File: config.mk
export PLATFORM = sky130hd
export DESIGN_NAME = sat_trail_stack_flat
export DESIGN_NICKNAME = d
export VERILOG_FILES = /design/src/rtl/sat_trail_stack_if.sv /design/src/rtl/sat_trail_stack.sv /design/src/flat_wrapper.sv
export SDC_FILE = /design/constraint.sdc
export NUM_CORES = 1
export LEC_CHECK = 0
export CORE_UTILIZATION = 30
export CTS_CLUSTER_SIZE = 20
export DETAILED_ROUTE_END_ITERATION = 12
export MAX_ROUTING_LAYER = met4
export SLEW_MARGIN = 20
export SYNTH_ARGS = -nofsm -noshare
export SYNTH_HDL_FRONTEND = slang
export SYNTH_SLANG_ARGS = --single-unit
File: constraint.sdc
create_clock -name clk -period 6.67 [get_ports clk]
set_clock_uncertainty 0.2 [all_clocks]
set_input_delay 1.0005 -clock clk [delete_from_list [all_inputs] [get_ports clk]]
set_output_delay 1.0005 -clock clk [all_outputs]
set_load 0.02 [all_outputs]
File: src/rtl/sat_trail_stack_if.sv
// Push, backtrack-stream and status bundle of the SAT assignment trail.
// The bt_level field exists only when TRAIL_BACKJUMP_EN is defined.
interface sat_trail_stack_if #(
    parameter int VAR_W = 7,
    parameter int CNT_W = 8
);
    logic             push_valid;
    logic             push_ready;
    logic             push_type;
    logic             push_val;
    logic [VAR_W-1:0] push_var;
    logic             bt_req;
    logic             bt_busy;
`ifdef TRAIL_BACKJUMP_EN
    logic [CNT_W-1:0] bt_level;
`endif
    logic             out_valid;
    logic             out_ready;
    logic             out_type;
    logic             out_val;
    logic [VAR_W-1:0] out_var;
    logic             out_last;
    logic             bt_done;
    logic             bt_empty;
    logic [CNT_W-1:0] count;
    logic [CNT_W-1:0] level;
    logic             full;
    logic             empty;
    logic             overflow;

    modport master (
        output push_valid, push_type, push_val, push_var, bt_req,
`ifdef TRAIL_BACKJUMP_EN
        output bt_level,
`endif
        output out_ready,
        input  push_ready, bt_busy, out_valid, out_type, out_val, out_var,
        input  out_last, bt_done, bt_empty, count, level, full, empty, overflow
    );

    modport slave (
        input  push_valid, push_type, push_val, push_var, bt_req,
`ifdef TRAIL_BACKJUMP_EN
        input  bt_level,
`endif
        input  out_ready,
        output push_ready, bt_busy, out_valid, out_type, out_val, out_var,
        output out_last, bt_done, bt_empty, count, level, full, empty, overflow
    );
endinterface

File: src/rtl/sat_trail_stack.sv
// Assignment trail for the DPLL core: records decision/forced entries and streams them back on backtrack.
// Define TRAIL_BACKJUMP_EN to backjump to trail.bt_level instead of undoing only the latest decision.
module sat_trail_stack #(
    parameter int NUM_VARS = 128,
    parameter int VAR_W    = 7,
    parameter int CNT_W    = $clog2(NUM_VARS + 1)
) (
    input logic          clk,
    input logic          reset,
    sat_trail_stack_if.slave trail
);
    localparam int AW = (NUM_VARS > 1) ? $clog2(NUM_VARS) : 1;
    localparam logic [CNT_W-1:0] FULL_CNT = CNT_W'(NUM_VARS);

    typedef enum logic [1:0] {IDLE, BT, DONE} state_t;

    state_t           state_q;
    logic [CNT_W-1:0] count_q, count_d;
    logic [CNT_W-1:0] level_q, level_d;
    logic             overflow_q;
    logic             bt_done_q;
    logic             bt_empty_q;
`ifdef TRAIL_BACKJUMP_EN
    logic [CNT_W-1:0] bt_level_q;
`endif

    // Entry layout: {type, val, var}; type 0 = decision.
    logic [VAR_W+1:0] mem_q [NUM_VARS];
    logic [VAR_W+1:0] top;
    logic [AW-1:0]    wr_idx, top_idx;
    logic             is_full, is_empty, push_fire, pop_fire, top_is_dec, stop_here;

    assign is_full    = (count_q == FULL_CNT);
    assign is_empty   = (count_q == '0);
    assign wr_idx     = count_q[AW-1:0];
    assign top_idx    = wr_idx - AW'(1);
    assign top        = mem_q[top_idx];
    assign top_is_dec = !top[VAR_W+1];

`ifdef TRAIL_BACKJUMP_EN
    assign stop_here = top_is_dec && (level_q == bt_level_q + 1'b1);
`else
    assign stop_here = top_is_dec;
`endif

    assign trail.push_ready = (state_q == IDLE) && !is_full && !trail.bt_req;
    assign trail.out_valid  = (state_q == BT) && !is_empty;
    assign trail.out_type   = trail.out_valid & top[VAR_W+1];
    assign trail.out_val    = trail.out_valid & top[VAR_W];
    assign trail.out_var    = trail.out_valid ? top[VAR_W-1:0] : '0;
    assign trail.out_last   = trail.out_valid & stop_here;
    assign trail.bt_busy    = (state_q != IDLE);
    assign trail.bt_done    = bt_done_q;
    assign trail.bt_empty   = bt_empty_q;
    assign trail.count      = count_q;
    assign trail.level      = level_q;
    assign trail.full       = is_full;
    assign trail.empty      = is_empty;
    assign trail.overflow   = overflow_q;

    assign push_fire = trail.push_valid && trail.push_ready;
    assign pop_fire  = trail.out_valid && trail.out_ready;

    always_comb begin
        count_d = count_q;
        level_d = level_q;
        if (push_fire) begin
            count_d = count_q + 1'b1;
            if (!trail.push_type) level_d = level_q + 1'b1;
        end else if (pop_fire) begin
            count_d = count_q - 1'b1;
            if (top_is_dec) level_d = level_q - 1'b1;
        end
    end

    always_ff @(posedge clk) begin
        if (push_fire) mem_q[wr_idx] <= {trail.push_type, trail.push_val, trail.push_var};
    end

    // bt_done/bt_empty are raised on the transition into DONE so they are high exactly during DONE.
    always_ff @(posedge clk) begin
        if (reset) begin
            state_q    <= IDLE;
            count_q    <= '0;
            level_q    <= '0;
            overflow_q <= 1'b0;
            bt_done_q  <= 1'b0;
            bt_empty_q <= 1'b0;
`ifdef TRAIL_BACKJUMP_EN
            bt_level_q <= '0;
`endif
        end else begin
            count_q    <= count_d;
            level_q    <= level_d;
            bt_done_q  <= 1'b0;
            bt_empty_q <= 1'b0;
            case (state_q)
                IDLE: begin
                    if (trail.push_valid && is_full) overflow_q <= 1'b1;
                    if (trail.bt_req) begin
`ifdef TRAIL_BACKJUMP_EN
                        bt_level_q <= trail.bt_level;
                        if (trail.bt_level >= level_q) begin
                            state_q   <= DONE;
                            bt_done_q <= 1'b1;
                        end else begin
                            state_q <= BT;
                        end
`else
                        state_q <= BT;
`endif
                    end
                end
                BT: begin
                    if (is_empty) begin
                        state_q    <= DONE;
                        bt_done_q  <= 1'b1;
                        bt_empty_q <= 1'b1;
                    end else if (pop_fire && stop_here) begin
                        state_q   <= DONE;
                        bt_done_q <= 1'b1;
                    end
                end
                DONE:    state_q <= IDLE;
                default: state_q <= IDLE;
            endcase
        end
    end
endmodule

File: src/flat_wrapper.sv
// flat-port wrapper written by rule: the top's interface ports become plain ports
module sat_trail_stack_flat 
#(
    parameter int NUM_VARS = 128,
    parameter int VAR_W    = 7,
    parameter int CNT_W    = $clog2(NUM_VARS + 1)
)
  (clk, reset, trail_push_valid, trail_push_type, trail_push_val, trail_push_var, trail_bt_req, trail_out_ready, trail_push_ready, trail_bt_busy, trail_out_valid, trail_out_type, trail_out_val, trail_out_var, trail_out_last, trail_bt_done, trail_bt_empty, trail_count, trail_level, trail_full, trail_empty, trail_overflow);
  sat_trail_stack_if #(.VAR_W(VAR_W), .CNT_W(CNT_W)) trail_i ();
  input logic clk;
  input logic reset;
  input wire logic [$bits(trail_i.push_valid)-1:0] trail_push_valid;
  input wire logic [$bits(trail_i.push_type)-1:0] trail_push_type;
  input wire logic [$bits(trail_i.push_val)-1:0] trail_push_val;
  input wire logic [$bits(trail_i.push_var)-1:0] trail_push_var;
  input wire logic [$bits(trail_i.bt_req)-1:0] trail_bt_req;
  input wire logic [$bits(trail_i.out_ready)-1:0] trail_out_ready;
  output wire logic [$bits(trail_i.push_ready)-1:0] trail_push_ready;
  output wire logic [$bits(trail_i.bt_busy)-1:0] trail_bt_busy;
  output wire logic [$bits(trail_i.out_valid)-1:0] trail_out_valid;
  output wire logic [$bits(trail_i.out_type)-1:0] trail_out_type;
  output wire logic [$bits(trail_i.out_val)-1:0] trail_out_val;
  output wire logic [$bits(trail_i.out_var)-1:0] trail_out_var;
  output wire logic [$bits(trail_i.out_last)-1:0] trail_out_last;
  output wire logic [$bits(trail_i.bt_done)-1:0] trail_bt_done;
  output wire logic [$bits(trail_i.bt_empty)-1:0] trail_bt_empty;
  output wire logic [$bits(trail_i.count)-1:0] trail_count;
  output wire logic [$bits(trail_i.level)-1:0] trail_level;
  output wire logic [$bits(trail_i.full)-1:0] trail_full;
  output wire logic [$bits(trail_i.empty)-1:0] trail_empty;
  output wire logic [$bits(trail_i.overflow)-1:0] trail_overflow;
  assign trail_i.push_valid = trail_push_valid;
  assign trail_i.push_type = trail_push_type;
  assign trail_i.push_val = trail_push_val;
  assign trail_i.push_var = trail_push_var;
  assign trail_i.bt_req = trail_bt_req;
  assign trail_i.out_ready = trail_out_ready;
  assign trail_push_ready = trail_i.push_ready;
  assign trail_bt_busy = trail_i.bt_busy;
  assign trail_out_valid = trail_i.out_valid;
  assign trail_out_type = trail_i.out_type;
  assign trail_out_val = trail_i.out_val;
  assign trail_out_var = trail_i.out_var;
  assign trail_out_last = trail_i.out_last;
  assign trail_bt_done = trail_i.bt_done;
  assign trail_bt_empty = trail_i.bt_empty;
  assign trail_count = trail_i.count;
  assign trail_level = trail_i.level;
  assign trail_full = trail_i.full;
  assign trail_empty = trail_i.empty;
  assign trail_overflow = trail_i.overflow;
  sat_trail_stack #(.NUM_VARS(NUM_VARS), .VAR_W(VAR_W), .CNT_W(CNT_W)) u_core (.clk(clk), .reset(reset), .trail(trail_i));
endmodule
==> reports/metrics.csv <==
metric,value,unit
outcome,finished clean,
diodes,0,
start_kind,register,
grt.total_usage,0.143,
cts_resized,0,
slowest_stage,o211ai_1,
tritoncts,built,
avgSynthCellArea,22.5,um2
fin_crit_sh,0.965,
fin_area,52700,um2
fp.dieW,394,um
cp_top_family,compound AO/OA/AOI/OAI gates,
leakage,15.6,nW
synth-edff-count,1152,
fill_cells,14000,
htree_levels,3,
hold-path-endpoint,u_core.trail.overflow,
setup_tns,0,ns
yosys.area.top_type_share,0.752,
core-area,152000,um2
path_class,register to primary output,
fin_crit,6.44,ns
path_max_fanout,25,
cp_cell_sequence,"inv_1, ha_4, buf_4, mux4_2, a221oi_1, a311o_1, o21a_1, o211ai_1, and3_1, clkdlybuf4s50_1",
required,5.47,ns
synthTopCellsByCount,"edfxtp_1 (1152), mux4_2 (368), nor2_1 (147)",
dp_slack,1.07,ns
fin_nets,2165,
dpl-instance-area,49000,um2
dp.cells,4056,
chipHeight,394,um
path_buf_inv,3,
fin_util,0.346,
dr.pass1.iters,5,
root_buffer,clkbuf_16,
vias_per_cell,5.07,
ir_drop,0.659,mV
hold_start,u_core.trail.overflow,
worstHoldPathType,register to register,
wl_per_cell,25.4,um
die-area,155000,um2
initial_core_util,0.302,
slew_headroom,0.283,
r2r-start,u_core.trail.count[6],
cts.clk_slew.worst_paths,0.06,ns
place_hpwl,68000,um
num_vias,21600,
holdBufCountCts,0,
yosys-top-cells-area,"edfxtp_1 (75%), mux4_2 (18%), nor2_1 (1.2%), dfxtp_1 (0.91%), clkbuf_1 (0.49%)",
yosys.area.top_type,edfxtp_1,
worstReg2RegEnd,u_core.mem_q[33][2],
hold_viol,0,
worst_slack,0.232,ns
drc,0,
synth-seq-cells,1173,
area_growth,14.5,%
first_global_vias,21800,
grt_pass1_wl,158000,um
ys_seq_area_frac,0.761,
drv_cap,0,
ant_nets,0,
cts_buffers,111,
grt_overflow,0,
cts.sinks,1173,
rsz0062_at_grt,no,
synth_cell_types,61,
ys_warn_count,0,
max-clock-path-buffers,3,
layout-drive-gt1-share,0.279,
drtIter0Drc,2738,
grt_max_degree,106,
cp-end-kind,primary output,
clkLatencyLatePin,0.74,ns
fin_cells,4262,
power.density,473,nW/um2
fmax,0.155,GHz
netlist_instances,2043,
worst_slew_pin_slew,1.07,ns
rows,143,
hold_path_depth,2,
drv_slew,0,
cp.arrival,5.24,ns
synthFlopType,edfxtp_1,
wl,108000,um
netlist_area,46000,um2
setup_violations,0,
yosysMostFrequentCell,edfxtp_1,
synth_nets,2069,
synth_async_sr_flop_share,0,
antenna_found_initial,7,
slowest_delay,0.68,ns
r2r_cells,6,
reg2reg_slack,1.93,ns
post_cts_buffers,0,
globalplace.congestion,0.868,
port_buffers,47,
ioPinCount,48,
## tightest hold or removal path: cells and delay by family, from the launching register on
| kind | cells | cell delay [ns] |
|---|---|---|
| AOI/OAI and AO/OA | 1 | 0.05 |
| DFF | 1 | 0.33 |
| and+or+nand+nor | 1 | 0.08 |
## final cells by class
| cell class | instances | area (um2) | share of cell area |
|---|---|---|---|
| multi-input combinational | 747 | 10500 | 0.199 |
| clock inverter | 79 | 805 | 0.0153 |
| tap | 2030 | 2540 | 0.0482 |
| clock buffer | 127 | 2840 | 0.0539 |
| sequential | 1173 | 35000 | 0.665 |
| timing repair buffer | 96 | 920 | 0.0175 |
| inverter | 10 | 37.5 | 0.000713 |
## cells in the final DEF, fill, tap and decap left out, drive strengths merged, types with 4 or more instances in the layout
| master | instances |
|---|---|
| nor2b | 8 |
| dfxtp | 21 |
| nor3 | 6 |
| or4 | 4 |
| and3 | 10 |
| nand2b | 6 |
| clkinvlp | 9 |
| xnor2 | 10 |
| nand4 | 4 |
| mux2 | 4 |
| mux4 | 368 |
| nand2 | 48 |
| a31oi | 9 |
| xor2 | 9 |
| clkbuf | 127 |
| nand3 | 13 |
| a21oi | 25 |
| ha | 12 |
| a2111o | 8 |
| clkdlybuf4s50 | 38 |
| and2 | 5 |
| inv | 15 |
| bufinv | 12 |
| edfxtp | 1152 |
| buf | 58 |
| o21ai | 11 |
| clkinv | 53 |
| nor2 | 147 |
## sequential cells by signal, summed over array words and instances, names as in the netlist
signal	flops
u_core.trail.count	8
u_core.trail.bt_empty	1
u_core.mem_q	1152
u_core.trail.level	8
u_core.state_q	2
u_core.trail.overflow	1
u_core.trail.bt_done	1
## power by group
| group | internal (mW) | switching, mW | total, mW | leakage [nW] |
|---|---|---|---|---|
| Clock | 3.54 | 2.77 | 6.31 | 1.77 |
| Sequential | 8.19 | 0.127 | 8.32 | 10.5 |
| Combinational | 4.64 | 5.64 | 10.3 | 3.31 |
| Total | 16.4 | 8.54 | 24.9 | 15.6 |
## logic make-up (layout without fill, tap and decap cells)
| group | after synthesis | count (layout) | synth area share |
|---|---|---|---|
| flip-flops | 1173 | 1173 | 0.761 |
| multiplexers | 375 | 375 | 0.182 |
| AND/OR/NAND/NOR | 261 | 261 | 0.0250 |
| buffers and inverters | 123 | 312 | 0.0119 |
| AO/OA/AOI/OAI | 79 | 79 | 0.0128 |
| XOR/XNOR | 19 | 19 | 0.00362 |
| adder cells (fa/ha/maj) | 13 | 13 | 0.00348 |
## through the flow
| stage | power [mW] | hold WS, ns |
|---|---|---|
| 2_1_floorplan | 15.1 | 0.357 |
| 3_3_place_gp | 18.6 | 0.265 |
| 3_5_place_dp | 18.7 | 0.298 |
| 4_1_cts | 25.0 | 0.307 |
| 5_1_grt | 25.8 | 0.340 |
| 6_report | 24.9 | 0.300 |
## worst max-delay path by stage
stage | start | endpoint | slack [ns] | cells past startpoint
2_1_floorplan | u_core.trail.count[0] | trail_out_val | 0.78 | 17
3_3_place_gp | u_core.trail.count[1] | trail_out_var[6] | 1.07 | 10
3_5_place_dp | u_core.trail.count[0] | trail_out_var[6] | 1.07 | 9
4_1_cts | u_core.trail.count[0] | trail_out_var[6] | 0.30 | 9
5_1_grt | u_core.trail.count[0] | trail_out_type | 0.12 | 10
6_report | u_core.trail.count[1] | trail_out_type | 0.23 | 10
## per-layer routing
metal,GRT usage,wire [um]
met5,-,0
met4,0.0311,1880
met3,0.0311,8670
met2,0.213,50700
met1,0.200,47200
Power figures use the tool's default switching activity.
